[config.mk]
export PLATFORM = sky130hd
export DESIGN_NAME = cache_ctrl_fsm
export DESIGN_NICKNAME = d
export VERILOG_FILES = /design/src/rtl/cache_pkg.sv /design/src/rtl/cache_ctrl_fsm_sat_counter.sv /design/src/rtl/cache_ctrl_fsm.sv
export SDC_FILE = /design/constraint.sdc
export NUM_CORES = 1
export LEC_CHECK = 0
export CORE_ASPECT_RATIO = 1.25
export CORE_MARGIN = 3
export CORE_UTILIZATION = 45
export DETAILED_ROUTE_END_ITERATION = 7
export MAX_ROUTING_LAYER = met4
export PLACE_DENSITY_LB_ADDON = 0.2
export SYNTH_ARGS = -nofsm -noshare
export SYNTH_HDL_FRONTEND = slang
export SYNTH_SLANG_ARGS = --single-unit
[constraint.sdc]
create_clock -name clk -period 2.27 [get_ports clk]
set_clock_uncertainty 0.15 [all_clocks]
set_input_delay 0.3405 -clock clk [delete_from_list [all_inputs] [get_ports clk]]
set_output_delay 0.3405 -clock clk [all_outputs]
set_load 0.03 [all_outputs]
[src/rtl/cache_pkg.sv]
// Shared definitions for the direct-mapped cache miss handler: state
// encoding, default widths and small state-classification helpers.
package cache_pkg;

  localparam int ADDR_W_DEF = 16;
  localparam int DATA_W_DEF = 16;
  localparam int CNT_W_DEF  = 16;

  // 4-bit state encoding, consumed directly by mem_signals
  localparam logic [3:0] S_IDLE  = 4'b0000;
  localparam logic [3:0] S_WB0   = 4'b0001;
  localparam logic [3:0] S_WB1   = 4'b0010;
  localparam logic [3:0] S_WB2   = 4'b0011;
  localparam logic [3:0] S_WB3   = 4'b0100;
  localparam logic [3:0] S_RD0   = 4'b0101;
  localparam logic [3:0] S_RD1   = 4'b0110;
  localparam logic [3:0] S_RD2   = 4'b0111;
  localparam logic [3:0] S_RD3   = 4'b1000;
  localparam logic [3:0] S_FILL2 = 4'b1001;
  localparam logic [3:0] S_FILL3 = 4'b1010;
  localparam logic [3:0] S_RETRY = 4'b1011;
  localparam logic [3:0] S_DONE  = 4'b1100;

  // True for the write-back and fill-request states, which talk to the
  // four-bank memory and therefore honour mem_stall.
  function automatic logic is_mem_state(input logic [3:0] st);
    return (st >= S_WB0) && (st <= S_RD3);
  endfunction

  // True for any encoding the FSM can legitimately reach.
  function automatic logic is_legal_state(input logic [3:0] st);
    return st <= S_DONE;
  endfunction

endpackage

[src/rtl/cache_ctrl_fsm_sat_counter.sv]
// Saturating up-counter with asynchronous active-low clear. Sticks at
// all-ones so a long run never wraps back to a small value.
module sat_counter #(
  parameter int CNT_W = 16
) (
  input  logic             clk,
  input  logic             clr_n,
  input  logic             inc,
  output logic [CNT_W-1:0] count
);

  localparam logic [CNT_W-1:0] CNT_MAX = {CNT_W{1'b1}};
  localparam logic [CNT_W-1:0] CNT_ONE = {{(CNT_W-1){1'b0}}, 1'b1};

  logic [CNT_W-1:0] count_r;

  assign count = count_r;

  // Count up on inc, holding once the maximum value is reached
  always_ff @(posedge clk or negedge clr_n) begin
    if (!clr_n) begin
      count_r <= {CNT_W{1'b0}};
    end else if (inc && (count_r != CNT_MAX)) begin
      count_r <= count_r + CNT_ONE;
    end else begin
      count_r <= count_r;
    end
  end

endmodule

[src/rtl/cache_ctrl_fsm.sv]
// Miss-handling state machine for the direct-mapped cache. Latches the CPU
// request on accept, walks write-back / fill / retry, and counts accesses
// and misses. All outputs come straight from flops.
module cache_ctrl_fsm
  import cache_pkg::*;
#(
  parameter int ADDR_W = ADDR_W_DEF,
  parameter int DATA_W = DATA_W_DEF,
  parameter int CNT_W  = CNT_W_DEF
) (
  input  logic              clk,
  input  logic              rst_n,
  input  logic              rd,
  input  logic              wr,
  input  logic [ADDR_W-1:0] addr,
  input  logic [DATA_W-1:0] data_in,
  input  logic              hit,
  input  logic              valid,
  input  logic              dirty,
  input  logic              mem_stall,
  output logic [3:0]        state,
  output logic [ADDR_W-1:0] req_addr,
  output logic [DATA_W-1:0] req_data,
  output logic              req_wr,
  output logic              busy,
  output logic              err,
  output logic [CNT_W-1:0]  acc_cnt,
  output logic [CNT_W-1:0]  miss_cnt
);

  logic [3:0]        state_r;
  logic [ADDR_W-1:0] req_addr_r;
  logic [DATA_W-1:0] req_data_r;
  logic              req_wr_r;
  logic              busy_r;
  logic              err_r;

  logic [3:0]        next_state_s;
  logic              accept_s;
  logic              miss_s;
  logic              err_set_s;

  assign state    = state_r;
  assign req_addr = req_addr_r;
  assign req_data = req_data_r;
  assign req_wr   = req_wr_r;
  assign busy     = busy_r;
  assign err      = err_r;

  // Next-state decode plus accept/miss/error strobes for this cycle
  always_comb begin
    next_state_s = state_r;
    accept_s     = 1'b0;
    miss_s       = 1'b0;
    err_set_s    = 1'b0;
    case (state_r)
      S_IDLE: begin
        if (rd && wr) begin
          err_set_s    = 1'b1;
          next_state_s = S_IDLE;
        end else if (rd ^ wr) begin
          accept_s = 1'b1;
          if (hit && valid) begin
            next_state_s = S_IDLE;
          end else if (valid && dirty) begin
            miss_s       = 1'b1;
            next_state_s = S_WB0;
          end else begin
            miss_s       = 1'b1;
            next_state_s = S_RD0;
          end
        end else begin
          next_state_s = S_IDLE;
        end
      end
      // WB3 -> RD0 and RD3 -> FILL2 are both plain increments of the encoding
      S_WB0, S_WB1, S_WB2, S_WB3, S_RD0, S_RD1, S_RD2, S_RD3: begin
        if (mem_stall) begin
          next_state_s = state_r;
        end else begin
          next_state_s = state_r + 4'd1;
        end
      end
      S_FILL2: next_state_s = S_FILL3;
      S_FILL3: next_state_s = S_RETRY;
      S_RETRY: next_state_s = S_DONE;
      S_DONE:  next_state_s = S_IDLE;
      default: begin
        next_state_s = S_IDLE;
        err_set_s    = 1'b1;
      end
    endcase
  end

  // State register, request latch, busy and sticky error flops
  always_ff @(posedge clk or negedge rst_n) begin
    if (!rst_n) begin
      state_r    <= S_IDLE;
      req_addr_r <= {ADDR_W{1'b0}};
      req_data_r <= {DATA_W{1'b0}};
      req_wr_r   <= 1'b0;
      busy_r     <= 1'b0;
      err_r      <= 1'b0;
    end else begin
      state_r <= next_state_s;
      busy_r  <= (next_state_s != S_IDLE);
      err_r   <= err_r | err_set_s;
      if (accept_s) begin
        req_addr_r <= addr;
        req_data_r <= data_in;
        req_wr_r   <= wr;
      end else begin
        req_addr_r <= req_addr_r;
        req_data_r <= req_data_r;
        req_wr_r   <= req_wr_r;
      end
    end
  end

  sat_counter #(.CNT_W(CNT_W)) u_acc_cnt (
    .clk   (clk),
    .clr_n (rst_n),
    .inc   (accept_s),
    .count (acc_cnt)
  );

  sat_counter #(.CNT_W(CNT_W)) u_miss_cnt (
    .clk   (clk),
    .clr_n (rst_n),
    .inc   (miss_s),
    .count (miss_cnt)
  );

endmodule

==> results of run 1 <==
==> power by group through the flow <==
stage          sequential, mW  combinational [mW]  clock, mW
4_1_cts                  1.98                3.00      0.931
3_3_place_gp             1.98                2.96          0
5_1_grt                  2.04                3.18      0.992
2_1_floorplan            2.83               0.857          0
3_5_place_dp             2.01                2.99          0
6_report                 1.98                3.00      0.909
==> layout make-up <==
| class | count | area (sq um) | area share |
|---|---|---|---|
| clock buffer | 13 | 159 | 0.0335 |
| clock inverter | 3 | 17.5 | 0.00369 |
| inverter | 5 | 18.8 | 0.00395 |
| multi-input combinational | 173 | 1380 | 0.291 |
| sequential | 71 | 1780 | 0.374 |
| tap | 87 | 109 | 0.0229 |
| timing repair buffer | 130 | 1290 | 0.271 |
==> cells in the final DEF, fill, tap and decap left out, types with 2 or more instances in the layout <==
master and instances:
clkdlybuf4s50_1 109, dfrtp_1 70, mux2_2 36, nand2_1 20
xnor2_1 16, buf_4 16, nand3_1 15, xor2_1 12
clkbuf_8 11, nor2_1 7, and4_1 7, ha_1 7
a21oi_1 6, inv_1 5, and3_1 5, nand4_1 5
nor2b_1 4, o21ai_0 4, nor3_1 4, buf_12 3
a31oi_1 2, nor2_2 2, nor3_2 2, clkbuf_1 2
clkinv_2 2
==> worst paths after layout <==
check	from	endpoint	slack, ns	cells past startpoint
worst max-delay path	state[0]$_DFF_PN0_	u_miss_cnt.count[15]$_DFFE_PN0P_	0.12	7
worst max register to register	state[0]$_DFF_PN0_	u_miss_cnt.count[15]$_DFFE_PN0P_	0.12	7
worst min-delay path	err$_DFF_PN0_	err$_DFF_PN0_	0.33	2
min in group asynchronous	rst_n	req_data[14]$_DFFE_PN0P_	0.40	3
worst min register to register	err$_DFF_PN0_	err$_DFF_PN0_	0.33	2
max in group asynchronous	rst_n	req_addr[5]$_DFFE_PN0P_	1.25	3
==> cell families (layout without fill, tap and decap cells) <==
| group | count (synthesis) | in the layout |
|---|---|---|
| adder cells (fa/ha/maj) | 8 | 8 |
| AND/OR/NAND/NOR | 81 | 81 |
| multiplexers | 37 | 37 |
| flip-flops | 71 | 71 |
| AO/OA/AOI/OAI | 19 | 19 |
| buffers and inverters | 9 | 151 |
| XOR/XNOR | 28 | 28 |
==> per-layer routing <==
metal	global-route usage	wire [um]	vias to the layer above
met3	0.0431	466	15
met2	0.307	3590	79
li1	-	-	1175
met5	-	0	-
met4	0.0923	148	0
met1	0.229	3040	1195
==> registers in the layout, indices dropped and copies added (netlist names) <==
signal and flops:
busy 1, err 1, req_addr 16, req_data 16
req_wr 1, state 4, u_acc_cnt.count 16, u_miss_cnt.count 16
==> stage by stage <==
| stage | TNS (ns) | instance area, sq um |
|---|---|---|
| after floorplan | 0 | 3170 |
| after global placement | -1.60 | 4530 |
| after detailed placement | -2.71 | 4530 |
| after CTS | 0 | 4720 |
| after global routing | -0.00108 | 4750 |
| final | 0 | 4750 |
==> worst max-delay path: stages, from the launching register on <==
cell and delay (ns):
dfrtp_2 0.43, inv_1 0.14, ha_2 0.24, and4bb_4 0.31, nand2_4 0.08, nor4b_4 0.37, nand4_1 0.16, xnor2_1 0.15
==> timing repair <==
action                                 in CTS  in global routing
buffers inserted                            0                  0
setup endpoints to repair                   0                 16
hold buffers                                1                  0
endpoints found under the hold margin      71                  0
gates resized for setup                     0                  8
==> flow_summary.yaml, run 1 <==
synth:
  synth_edf_count: 0
  synth-compound-area-share: 0.0375
  synth_flop_cell: "dfrtp_1"
  synth-seq-cells: 71
  syn_inst: 253
  yosys.area_share.adder: 0.0316
  async_flop_share: 1.00
  ys_warn_count: 0
  synth.area.top_cells: "dfrtp_1 (56%), mux2_2 (13%), xnor2_1 (4.4%)"
  synth_xor_xnor_area_share: 0.0774
  synth_common_cells: "dfrtp_1 (71), mux2_2 (36), nand2_1 (20)"
  syn_nets: 301
  synth-simple-area-share: 0.148
  avgSynthCellArea_sq_um: 12.5
  yosysTopAreaCell: "dfrtp_1"
  synthMuxAreaShare: 0.131
  yosysMostFrequentCell: "dfrtp_1"
  synth_top_area_frac: 0.561
  synth_top_family_by_area: "simple AND/OR/NAND/NOR gates"
  synth-seq-area-share: 0.561
  synth_area_sq_mm: 0.00317
  synth_cell_type_count: 36
layout:
  post-route-util: 0.710
  nNetsFinal: 438
  antenna_cells: 0
  syn_to_final_growth_pct: 49.9
  stdcell_count: 482
  fillerInstances: 505
  drive_above_1_share: 0.213
clock_network:
  cts_max_level: 3
  clk_path_buf_depth: 2
  root_buffer: "clkbuf_8"
  cts_buffers: 9
  clk_pin_slew_ns: 0.07
  cts_tree: "built"
  clk_latency_ns: 0.33
  clock-sinks: 71
sta:
  slew_headroom: 0.745
  slew_violations: 0
  setup_viol: 0
  tightest_slew_ns: 0.383
  period_share: 0.947
  worst_slack_ns: 0.120
  hold_viol: 0
  timing.fmax_mhz: 465
  whs_ns: 0.334
  min_period_ns: 2.15
drt:
  vias: 2464
  via_per_inst: 5.11
  drt_iter0_markers: 75
  ant_nets: 0
  avgRoutedWirePerCell_um: 15.0
  dr.pass1.iters: 5
  routed_wl_um: 7240
  drc: 0
pwr:
  p_per_area_mw_per_mm2: 1240
  swShare: 0.390
  p_int_mw: 3.60
  power.leakage_nw: 2.05
  p_clk_frac: 0.154
  switchingPower_mw: 2.30
  vdd_drop_max_mv: 0.644
  total_power_mw: 5.89
  p_seq_frac: 0.336
  pwr-share-comb: 0.510
setup_path:
  start_kind: "register"
  crit_path_max_fanout: 5
  required_ns: 2.34
  cp-end-kind: "register"
  cp.arrival_ns: 2.22
  crit_type: "reg -> reg"
floorplan:
  ios: 111
  chipHeight_um: 99.8
  die_area_sq_mm: 0.00809
  floorplan.initialDensity: 0.473
  core_sq_mm: 0.00669
  rows: 33
  die_x_um: 81.0
run_status:
  status: "finished, final reports clean"
place:
  dp_hpwl_um: 5400
  gp_congestion: 0.866
  dp.cells: 465
  numPortBuffers: 110
  place_ws_ns: -0.154
worst_hold_path:
  hold_class: "reg -> reg"
grt:
  groute.usage.overall: 0.192
  grt_remaining_overflow: 0
  grt_max_degree: 72
  grt_first_pass_wirelength_um: 11700
  grt_pass1_vias: 2438
  antenna_found_initial: 0
flow_run:
  maxCapViolCount: 0
Power figures use the tool's default switching activity.
==> run 2, diff against run 1 <==
Settings changed: CORE_UTILIZATION 45 to 49.
Clock period 2.27 ns to 2.7 ns, I/O delays scaled along.
==> run 2 against run 1 <==
- cell count decreased by 3.3%
- non-clock buffer count decreased by 14
- first-iteration DRC count increased by 36%
- register-to-register slack improved by 0.35 ns
==> flow_summary.yaml, run 2 (same netlist as run 1, synthesis figures left out) <==
sta:
  hold_viol: 0
  period_share: 0.825
  min_period_ns: 2.23
  setup_viol: 0
  whs_ns: 0.341
  slew_headroom: 0.603
  timing.fmax_mhz: 449
  grt_setup_unrepaired: "no"
  fin_tns_setup_ns: 0
  slew_violations: 0
  tightest_slew_ns: 0.595
layout:
  final_cell_mix: "clkdlybuf4s50_1 (109), dfrtp_1 (71), mux2_2 (36)"
  drive_above_1_share: 0.168
  multi_input_area_sq_mm: 0.00135
  antenna_cells: 0
  stdcell_count: 466
  fillerInstances: 456
  nNetsFinal: 424
  final_common_cell: "clkdlybuf4s50_1"
  syn_to_final_growth_pct: 46.6
  regArea_sq_mm: 0.00178
setup_path:
  crit_end: "u_miss_cnt.count[15]$_DFFE_PN0P_"
  crit_path_max_fanout: 6
  cp.arrival_ns: 2.30
  required_ns: 2.77
  crit_start: "state[0]$_DFF_PN0_"
  crit_type: "reg -> reg"
  reg2reg_setup_slack_ns: 0.47
  r2r_end: "u_miss_cnt.count[15]$_DFFE_PN0P_"
  start_kind: "register"
  reg2reg_from: "state[0]$_DFF_PN0_"
  cp-end-kind: "register"
  reg2regPathDepth: 7
place:
  dp.cells: 449
  dp_hpwl_um: 5350
  numPortBuffers: 110
  gp_congestion: 0.816
run_status:
  status: "finished, final reports clean"
pwr:
  p_per_area_mw_per_mm2: 1090
  power.leakage_nw: 1.99
  vdd_drop_max_mv: 0.589
floorplan:
  floorplan.initialDensity: 0.510
  ios: 111
  core_sq_mm: 0.00621
  chipHeight_um: 95.9
  die_x_um: 77.9
  die_area_sq_mm: 0.00747
  rows: 32
clock_network:
  clk_latency_ns: 0.33
  cts_buffers: 9
  clk_pin_slew_ns: 0.07
  root_buffer: "clkbuf_8"
  cts_setup_buffers: 0
  cts_tree: "built"
  clock-sinks: 71
  cts_max_level: 3
  clk_path_buf_depth: 2
grt:
  groute.usage.overall: 0.214
  antenna_found_initial: 0
  grt_remaining_overflow: 0
  grt_max_degree: 48
  grt_pass1_vias: 2451
  grt_first_pass_wirelength_um: 12200
drt:
  routed_wl_um: 7440
  dr.pass1.iters: 4
  drt_iter0_markers: 102
  drc: 0
  via_per_inst: 5.15
  avgRoutedWirePerCell_um: 16.0
  ant_nets: 0
  vias: 2402
flow_run:
  maxCapViolCount: 0
worst_hold_path:
  hold_class: "reg -> reg"
==> run 2: changes by cell type in the layout (fill, tap and decap cells not counted), sizes merged <==
cell	change
bufinv	+2
buf	-14
clkbuf	-2
==> run 2: what timing repair did <==
item | CTS | global route
hold buffers | 1 | 0
endpoints found under the setup margin | 0 | 0
resized for setup | 0 | 0
hold endpoints to repair | 24 | 0
==> run 2: area by class of cell <==
type / count / area share
multi-input combinational: 173 / 0.291
inverter: 5 / 0.00404
sequential: 71 / 0.383
clock buffer: 11 / 0.0305
tap: 85 / 0.0229
clock inverter: 5 / 0.0175
timing repair buffer: 116 / 0.252
==> run 2: worst min-delay path by stage <==
stage / start / endpoint / slack [ns] / cells past startpoint
after floorplan: rst_n / busy$_DFF_PN0_ / -0.04 / 0
after global placement: rst_n / req_data[13]$_DFFE_PN0P_ / 0.29 / 1
after detailed placement: rst_n / req_data[13]$_DFFE_PN0P_ / 0.30 / 1
after CTS: u_acc_cnt.count[5]$_DFFE_PN0P_ / u_acc_cnt.count[5]$_DFFE_PN0P_ / 0.34 / 1
after global routing: u_acc_cnt.count[5]$_DFFE_PN0P_ / u_acc_cnt.count[5]$_DFFE_PN0P_ / 0.35 / 1
final: u_acc_cnt.count[5]$_DFFE_PN0P_ / u_acc_cnt.count[5]$_DFFE_PN0P_ / 0.34 / 1
==> run 2: metrics by stage <==
step / utilization / instance area, sq um / worst slack [ns] / power (mW)
floorplan: - / 3170 / 0.410 / 3.10
global route: 0.748 / 4640 / 0.275 / 5.31
finish: 0.748 / 4640 / 0.472 / 5.04
global placement: 0.710 / 4410 / 0.207 / 4.07
CTS: 0.748 / 4640 / 0.464 / 5.09
detailed placement: 0.710 / 4410 / 0.176 / 4.12
==> run 2: power by group <==
| group | switching [mW] | internal [mW] |
|---|---|---|
| Combinational | 1.29 | 1.13 |
| Clock | 0.385 | 0.546 |
| Sequential | 0.261 | 1.42 |
| Total | 1.94 | 3.10 |
==> run 2: worst max-delay path, stage by stage (launching register included) <==
cell and delay (ns):
dfrtp_1 0.43, inv_1 0.14, ha_1 0.24, and4bb_2 0.37, nand2_4 0.11, nor4b_4 0.38
nand4_1 0.15, xnor2_1 0.14
==> run 2: routing by layer <==
metal	vias to the layer above	wire [um]	global-route usage	share of wire
li1	1147	-	-	-
met1	1177	3080	0.252	0.41
met2	70	3930	0.364	0.53
met3	8	331	0.0431	0.044
met4	0	96	0.0875	0.013
met5	-	0	-	0
==> run 3, diff against run 2 <==
Settings changed: CORE_UTILIZATION 49 to 45.
Clock period 2.7 ns to 2.1 ns, I/O delays scaled along.
==> run 3 against run 2 <==
- first-iteration DRC count fell by 25%
- via count up 5.1%
- flip-flop and latch count unchanged
- critical endpoint is now busy$_DFF_PN0_
- largest power group unchanged
==> flow_summary.yaml, run 3 (same netlist as run 1, synthesis figures left out) <==
layout:
  final_cell_mix: "clkdlybuf4s50_1 (109), dfrtp_1 (69), mux2_2 (36)"
  stdcell_count: 492
  final_common_cell: "clkdlybuf4s50_1"
  drive_above_1_share: 0.254
  post-route-util: 0.744
  nNetsFinal: 448
  antenna_cells: 0
  syn_to_final_growth_pct: 57.1
setup_path:
  start_kind: "register"
  max_stage_delay_ns: 0.44
  crit_start: "state[1]$_DFF_PN0_"
  cp_cell_sequence: "inv_4, ha_1, or3_4, o21ai_0, nand3_1, or3_1"
  crit_type: "reg -> reg"
  slowest_stage: "dfrtp_2"
  cp-end-kind: "register"
  required_ns: 2.18
  crit_path_max_fanout: 6
  reg2reg_from: "state[1]$_DFF_PN0_"
  cp.arrival_ns: 2.12
clock_network:
  clk_path_buf_depth: 2
  root_buffer: "clkbuf_8"
  clk_latency_ns: 0.35
  clk_pin_slew_ns: 0.07
  cts_tree: "built"
  clock-sinks: 71
  cts_max_level: 3
  cts_buffers: 9
place:
  dp.cells: 468
  gp_congestion: 0.858
  numPortBuffers: 110
  dp_hpwl_um: 5640
sta:
  period_share: 0.973
  slew_headroom: 0.612
  whs_ns: 0.347
  tightest_slew_ns: 0.582
  min_period_ns: 2.04
  timing.fmax_mhz: 489
  setup_viol: 0
  hold_viol: 0
  slew_violations: 0
pwr:
  p_per_area_mw_per_mm2: 1420
  vdd_drop_max_mv: 1.03
  power.leakage_nw: 2.14
drt:
  via_per_inst: 5.13
  avgRoutedWirePerCell_um: 15.4
  drt_iter0_markers: 77
  vias: 2525
  routed_wl_um: 7590
  drc: 0
  dr.pass1.iters: 4
  ant_nets: 0
grt:
  groute.usage.overall: 0.199
  grt_first_pass_wirelength_um: 12000
  grt_remaining_overflow: 0
  grt_pass1_vias: 2554
  grt_max_degree: 27
  antenna_found_initial: 0
floorplan:
  rows: 33
  die_x_um: 81.0
  ios: 111
  die_area_sq_mm: 0.00809
  chipHeight_um: 99.8
  floorplan.initialDensity: 0.473
  core_sq_mm: 0.00669
worst_hold_path:
  hold_class: "in -> async"
flow_run:
  maxCapViolCount: 0
run_status:
  status: "finished, final reports clean"
[run 3: area by class of cell]
type                       count  area, sq um
clock buffer                  11          141
tap                           87          109
timing repair buffer         140         1370
fill                         461         1710
multi-input combinational    173         1420
sequential                    71         1780
inverter                       5         23.8
clock inverter                 5          129
[run 3: critical path: cells and delay by family, from the launching register on]
kind                       cells  cell delay (ns)
buffers and inverters          1             0.06
AOI/OAI and AO/OA              1             0.09
and+or+nand+nor                3             0.98
adders and majority gates      1             0.20
DFF                            1             0.44
[run 3: path summary, 6_finish.rpt]
| check | slack (ns) | cells after the start | to |
|---|---|---|---|
| worst max-delay path | 0.06 | 6 | busy$_DFF_PN0_ |
| worst min-delay path | 0.35 | 2 | req_data[12]$_DFFE_PN0P_ |
| worst max register to register | 0.06 | 6 | busy$_DFF_PN0_ |
| worst min register to register | 0.35 | 1 | u_miss_cnt.count[15]$_DFFE_PN0P_ |
| max in group asynchronous | 0.91 | 3 | req_addr[10]$_DFFE_PN0P_ |
| min in group clk | 0.35 | 1 | u_miss_cnt.count[15]$_DFFE_PN0P_ |
[run 3: metrics by stage]
step	power [mW]	area (sq um)	setup TNS [ns]	setup slack, ns
after floorplan	4.00	3170	0	0.0242
after global placement	5.42	4570	-9.66	-0.254
after detailed placement	5.48	4570	-10.89	-0.285
after CTS	6.98	4870	0	0.0175
after global routing	7.44	4970	-0.00912	-0.00912
final	7.09	4970	0	0.0568
[run 3: repair_timing]
action / in CTS / in global routing
buffers inserted: 0 / 7
setup endpoints to repair: 3 / 23
pin swaps: 2 / 8
gates resized for setup: 3 / 13
hold buffers: 1 / 0
hold endpoints to repair: 23 / 0
[run 3: power breakdown]
group	internal, mW	total, mW	leakage (nW)	switching (mW)
sequential	1.83	2.14	0.879	0.310
clock	0.945	1.45	0.134	0.510
combinational	1.72	3.49	1.13	1.77
[run 3: layer usage]
metal,share of wire,vias to the layer above,track usage
met5,0,-,-
met4,0.012,0,0.0676
met3,0.059,9,0.0521
met2,0.54,82,0.347
met1,0.39,1230,0.216
li1,-,1204,-
